$ cat config.mk
export PLATFORM = sky130hd
export DESIGN_NAME = ref_arb_flat
export DESIGN_NICKNAME = d
export VERILOG_FILES = /design/src/rtl/ref_arb_if.sv /design/src/rtl/ref_arb.sv /design/src/flat_wrapper.sv
export SDC_FILE = /design/constraint.sdc
export NUM_CORES = 1
export LEC_CHECK = 0
export ABC_AREA = 0
export CELL_PAD_IN_SITES_DETAIL_PLACEMENT = 2
export CELL_PAD_IN_SITES_GLOBAL_PLACEMENT = 2
export CORE_MARGIN = 2
export CORE_UTILIZATION = 31
export CTS_CLUSTER_DIAMETER = 40
export CTS_CLUSTER_SIZE = 28
export DETAILED_ROUTE_END_ITERATION = 10
export GPL_TIMING_DRIVEN = 0
export MAX_ROUTING_LAYER = met4
export PLACE_DENSITY_LB_ADDON = 0.08
export SYNTH_ARGS = -nofsm -noshare
export SYNTH_HDL_FRONTEND = slang
export SYNTH_SLANG_ARGS = --single-unit
$ cat constraint.sdc
create_clock -name CLK -period 5.3 [get_ports CLK]
set_input_delay 0.53 -clock CLK [delete_from_list [all_inputs] [get_ports CLK]]
set_output_delay 0.53 -clock CLK [all_outputs]
set_load 0.02 [all_outputs]
$ cat src/rtl/ref_arb_if.sv
// Signal bundle between the DRAM refresh arbiter, the refresh timer,
// the CPU RAM cycle starter and the RAM controller.
interface ref_arb_if;
    logic       RefReq;
    logic       RefUrg;
    logic       BACT;
    logic       RAMCS;
    logic       RAMHold;
    logic       RefCAS;
    logic       RefRAS;
    logic       RefBusy;
    logic [7:0] MissCnt;

    modport master (
        output RefReq, RefUrg, BACT, RAMCS,
        input  RAMHold, RefCAS, RefRAS, RefBusy, MissCnt
    );

    modport slave (
        input  RefReq, RefUrg, BACT, RAMCS,
        output RAMHold, RefCAS, RefRAS, RefBusy, MissCnt
    );
endinterface

$ cat src/rtl/ref_arb.sv
// DRAM refresh arbiter: one CAS-before-RAS refresh per timer period, with urgent CPU hold-off.
// Optional missed-period counter enabled by defining REF_MISS_CNT_EN.
module ref_arb #(
    parameter int unsigned RAS_CYC = 3,
    parameter int unsigned PRE_CYC = 2
) (
    input  logic      CLK,
    input  logic      nRES,
    ref_arb_if.slave  bus
);

    typedef enum logic [2:0] {IDLE, WAIT, CAS, RAS, PRE, DONE} state_t;

    localparam logic [3:0] RAS_LOAD = 4'(RAS_CYC - 1);
    localparam logic [3:0] PRE_LOAD = 4'(PRE_CYC - 1);

    state_t     state, state_next;
    logic [3:0] cnt, cnt_next;
    logic       served, served_next;
    logic       ref_req_r;
    logic       ram_busy, period_end;
    logic       hold_d, cas_d, ras_d, busy_d;
    logic       hold_q, cas_q, ras_q, busy_q;

    assign ram_busy   = bus.BACT && bus.RAMCS;
    assign period_end = ref_req_r && !bus.RefReq;

    always_ff @(posedge CLK or negedge nRES) begin
        if (!nRES) begin
            state     <= IDLE;
            cnt       <= 4'd0;
            served    <= 1'b0;
            ref_req_r <= 1'b0;
            hold_q    <= 1'b0;
            cas_q     <= 1'b0;
            ras_q     <= 1'b0;
            busy_q    <= 1'b0;
        end else begin
            state     <= state_next;
            cnt       <= cnt_next;
            served    <= served_next;
            ref_req_r <= bus.RefReq;
            hold_q    <= hold_d;
            cas_q     <= cas_d;
            ras_q     <= ras_d;
            busy_q    <= busy_d;
        end
    end

    // Outputs are decoded from the next state so they appear registered alongside it.
    always_comb begin
        state_next  = state;
        cnt_next    = cnt;
        served_next = served;
        case (state)
            IDLE: begin
                if (!bus.RefReq) begin
                    served_next = 1'b0;
                end
                if (bus.RefReq && !served) begin
                    if (!bus.BACT) begin
                        state_next = CAS;
                    end else if (bus.RefUrg) begin
                        state_next = WAIT;
                    end
                end
            end
            WAIT: begin
                if (!ram_busy) begin
                    state_next = CAS;
                end else if (period_end) begin
                    state_next = IDLE;
                end
            end
            CAS: begin
                state_next  = RAS;
                cnt_next    = RAS_LOAD;
                served_next = 1'b1;
            end
            RAS: begin
                if (cnt == 4'd0) begin
                    state_next = PRE;
                    cnt_next   = PRE_LOAD;
                end else begin
                    cnt_next = cnt - 4'd1;
                end
            end
            PRE: begin
                if (cnt == 4'd0) begin
                    state_next = DONE;
                end else begin
                    cnt_next = cnt - 4'd1;
                end
            end
            DONE: begin
                if (!bus.RefReq) begin
                    state_next  = IDLE;
                    served_next = 1'b0;
                end
            end
            default: begin
                state_next = IDLE;
            end
        endcase

        hold_d = (state_next == WAIT) || (state_next == CAS) ||
                 (state_next == RAS)  || (state_next == PRE);
        cas_d  = (state_next == CAS)  || (state_next == RAS);
        ras_d  = (state_next == RAS);
        busy_d = (state_next == CAS)  || (state_next == RAS) || (state_next == PRE);
    end

    assign bus.RAMHold = hold_q;
    assign bus.RefCAS  = cas_q;
    assign bus.RefRAS  = ras_q;
    assign bus.RefBusy = busy_q;

`ifdef REF_MISS_CNT_EN
    logic       missed;
    logic [7:0] miss_cnt;

    // A period closing while still waiting (IDLE or blocked in WAIT) was never refreshed.
    assign missed = period_end && !served &&
                    ((state == IDLE) || ((state == WAIT) && ram_busy));

    always_ff @(posedge CLK or negedge nRES) begin
        if (!nRES) begin
            miss_cnt <= 8'd0;
        end else if (missed && (miss_cnt != 8'hFF)) begin
            miss_cnt <= miss_cnt + 8'd1;
        end
    end

    assign bus.MissCnt = miss_cnt;
`else
    assign bus.MissCnt = 8'd0;
`endif

endmodule
$ cat src/flat_wrapper.sv
// flat-port wrapper written by rule: the top's interface ports become plain ports
module ref_arb_flat 
#(
    parameter int unsigned RAS_CYC = 3,
    parameter int unsigned PRE_CYC = 2
)
  (CLK, nRES, bus_RefReq, bus_RefUrg, bus_BACT, bus_RAMCS, bus_RAMHold, bus_RefCAS, bus_RefRAS, bus_RefBusy, bus_MissCnt);
  ref_arb_if bus_i ();
  input  logic CLK;
  input  logic nRES;
  input wire logic [$bits(bus_i.RefReq)-1:0] bus_RefReq;
  input wire logic [$bits(bus_i.RefUrg)-1:0] bus_RefUrg;
  input wire logic [$bits(bus_i.BACT)-1:0] bus_BACT;
  input wire logic [$bits(bus_i.RAMCS)-1:0] bus_RAMCS;
  output wire logic [$bits(bus_i.RAMHold)-1:0] bus_RAMHold;
  output wire logic [$bits(bus_i.RefCAS)-1:0] bus_RefCAS;
  output wire logic [$bits(bus_i.RefRAS)-1:0] bus_RefRAS;
  output wire logic [$bits(bus_i.RefBusy)-1:0] bus_RefBusy;
  output wire logic [$bits(bus_i.MissCnt)-1:0] bus_MissCnt;
  assign bus_i.RefReq = bus_RefReq;
  assign bus_i.RefUrg = bus_RefUrg;
  assign bus_i.BACT = bus_BACT;
  assign bus_i.RAMCS = bus_RAMCS;
  assign bus_RAMHold = bus_i.RAMHold;
  assign bus_RefCAS = bus_i.RefCAS;
  assign bus_RefRAS = bus_i.RefRAS;
  assign bus_RefBusy = bus_i.RefBusy;
  assign bus_MissCnt = bus_i.MissCnt;
  ref_arb #(.RAS_CYC(RAS_CYC), .PRE_CYC(PRE_CYC)) u_core (.CLK(CLK), .nRES(nRES), .bus(bus_i));
endmodule
==> out/metrics.yaml <==
status: "completed"
ys_seq_area_frac: 0.396
post-route-period-util: 0.402
yosys_warnings: 0
finalHoldViolCount: 0
first_iter_violations: 0
crit_family: "simple AND/OR/NAND/NOR gates"
crit_slowest_cell: "dfrtp_1"
die_w_um: 55.5
grt_pass1_wl_um: 3710
synthCells: 89
crit_arrival_ns: 2.28
wirelength_um: 2200
period_needed_ns: 2.13
io_buffers: 9
r2r_slack_ns: 3.17
routed_via_density: 5.12
path_buf_inv: 2
synth_most_common_cell: "dfrtp_1"
cts_tree: "yes"
clkPwrFrac: 0.114
placed_cells: 135
post-synth-top-area-cell: "dfrtp_1"
hold_ws_ns: 0.590
synthArstFlopShare: 1.00
setup_viol: 0
combinationalPowerShare: 0.579
synth-edff-count: 0
critPathLaunchType: "flip-flop"
cts_buffers: 3
antenna_found_initial: 0
min_path_type: "reg -> reg"
grt-ovfl-total: 0
maxCapViolations: 0
cts_hold_buf: 0
synth_area_sq_um: 821
htree_levels: 1
setup.worst_path.class: "reg -> reg"
grt_max_degree: 14
wl_per_cell_um: 15.8
skew_ns: 0.00160
dp_hpwl_um: 1670
hold_path_end: "u_core.served$_DFFE_PN0P_"
drc_errors: 0
diodes: 0
first_pass_iters: 1
final_cell_area_sq_mm: 0.00100
grt_use_total: 0.160
final_layout_size_suffix_gt1_frac: 0.183
yosysUniqueCellTypes: 40
ys_seq_elements: 13
ff_latch_area_sq_um: 325
place_area_sq_um: 975
core_sq_mm: 0.00250
root_buffer: "clkbuf_4"
p_int_mw: 0.307
sw_frac_of_total: 0.452
worst_pin_slew_ns: 0.654
finalNonFillerCells: 139
final_core_util: 0.401
fill_cells: 288
grt_pass1_vias: 761
power_frac_seq: 0.307
p_leak_nw: 0.462
synth_common_cells: "dfrtp_1, buf_4, nand2_1, inv_1, o21ai_0"
r2r_end: "u_core.cnt[3]$_DFFE_PN0P_"
layout.nets: 118
multiInputGateArea_sq_um: 415
clk_pin_slew_ns: 0.09
fin_ws_ns: 3.17
synth_top_cell_area_share: 0.396
crit_fanout: 10
slew_headroom: 0.562
gp_congestion: 0.720
rows: 18
vias: 712
cts_resized: 0
ys.flop_type: "dfrtp_1"
drtAntennaViolNets: 0
syn2layout_area_growth_pct: 22.1
power_density_mw_per_mm2: 559
fin_tns_setup_ns: 0
max_stage_delay_ns: 0.43
peakVddDrop_v: 0.000266
r2r_cells: 8
cp_common_cell: "o21ai_0"
fmax_ghz: 0.470
ctsLongestPathBuffers: 2
crit_chain: "inv_1 > ha_1 > nor3b_2 > clkbuf_1 > nor3_1 > a21boi_0 > o21ai_0 > o21ai_0"
end_kind: "flip-flop"
num_io_pins: 18
pre_cts_slack_ns: 2.91
min_from: "u_core.served$_DFFE_PN0P_"
clock_sinks: 13
die_h_um: 55.5
clock_latency_ns: 0.28
ys_top_cells_by_area: "dfrtp_1, buf_4, nand2_1"
p_total_mw: 0.560
drv_slew: 0
rsz0062_at_grt: "no"
die_area_sq_mm: 0.00308
required_ns: 5.45
start_util: 0.328
post_cts_buffers: 0
netSwitchingPower_mw: 0.253
r2r_start: "u_core.cnt[0]$_DFFE_PN0P_"
min_path_cells: 2
synth_area_per_cell_sq_um: 9.22
## worst max path at each step
| stage | cells past startpoint | from | endpoint | slack, ns |
|---|---|---|---|---|
| 6_report | 8 | u_core.cnt[0]$_DFFE_PN0P_ | u_core.cnt[3]$_DFFE_PN0P_ | 3.17 |
| 5_1_grt | 8 | u_core.cnt[0]$_DFFE_PN0P_ | u_core.cnt[3]$_DFFE_PN0P_ | 3.03 |
| 4_1_cts | 8 | u_core.cnt[0]$_DFFE_PN0P_ | u_core.bus.RefBusy$_DFF_PN0_ | 3.15 |
| 3_5_place_dp | 6 | bus_RefReq | u_core.bus.RefBusy$_DFF_PN0_ | 2.91 |
| 3_3_place_gp | 6 | bus_RefReq | u_core.bus.RefBusy$_DFF_PN0_ | 2.96 |
| 2_1_floorplan | 8 | u_core.cnt[0]$_DFFE_PN0P_ | u_core.bus.RefBusy$_DFF_PN0_ | 3.50 |
## layout make-up
type	count	area share
multi-input combinational	65	0.414
clock buffer	3	0.0225
buffer	13	0.0874
clock inverter	1	0.00499
sequential	13	0.325
tap	30	0.0375
inverter	5	0.0187
timing repair buffer	9	0.0899
## worst register-to-register path: stages, from the launching register on
cell      delay (ns)
dfrtp_1         0.43
inv_1           0.09
ha_1            0.19
nor3b_2         0.17
clkbuf_1        0.24
nor3_1          0.36
a21boi_0        0.19
o21ai_0         0.21
o21ai_0         0.11
## sequential cells by signal, summed over array words and instances, names as in the netlist
register,count
u_core.cnt,4
u_core.served,1
u_core.bus.RAMHold,1
u_core.bus.RefCAS,1
u_core.bus.RefRAS,1
u_core.ref_req_r,1
u_core.bus.RefBusy,1
u_core.state,3
## kinds of logic after synthesis
logic type      synth area share
buf+inv                    0.130
other cells              0.00457
fa+ha+maj                 0.0305
compound gates             0.218
flops                      0.396
mux                       0.0122
simple gates               0.198
xor+xnor                  0.0107
## power groups by stage
| stage | Clock, mW | Sequential (mW) | Combinational [mW] |
|---|---|---|---|
| floorplan | 0 | 0.180 | 0.219 |
| global placement | 0 | 0.172 | 0.315 |
| detailed placement | 0 | 0.175 | 0.326 |
| CTS | 0.0661 | 0.173 | 0.330 |
| global route | 0.0705 | 0.178 | 0.364 |
| finish | 0.0638 | 0.172 | 0.325 |
## cell usage in the layout (no fill, tap or decap), types with 2 or more instances in the layout
cell type	n
conb_1	8
o21ai_0	5
nor2b_1	2
inv_1	5
a21o_1	3
nor2_1	3
nand2_1	8
a21oi_1	3
nor2_2	2
clkbuf_1	3
ha_1	2
buf_4	8
a21boi_0	2
clkbuf_4	3
nor3_1	4
clkdlybuf4s50_1	9
dfrtp_1	13
## metal layers
layer | track usage | vias to the layer above | wire [um] | share of wire
met5 | - | - | 0 | 0
met1 | 0.191 | 359 | 980 | 0.45
li1 | - | 341 | - | -
met2 | 0.270 | 10 | 1150 | 0.52
met3 | 0.0211 | 2 | 59 | 0.027
met4 | 0.0627 | 0 | 10 | 0.0045
(Power assumes the default switching activity.)
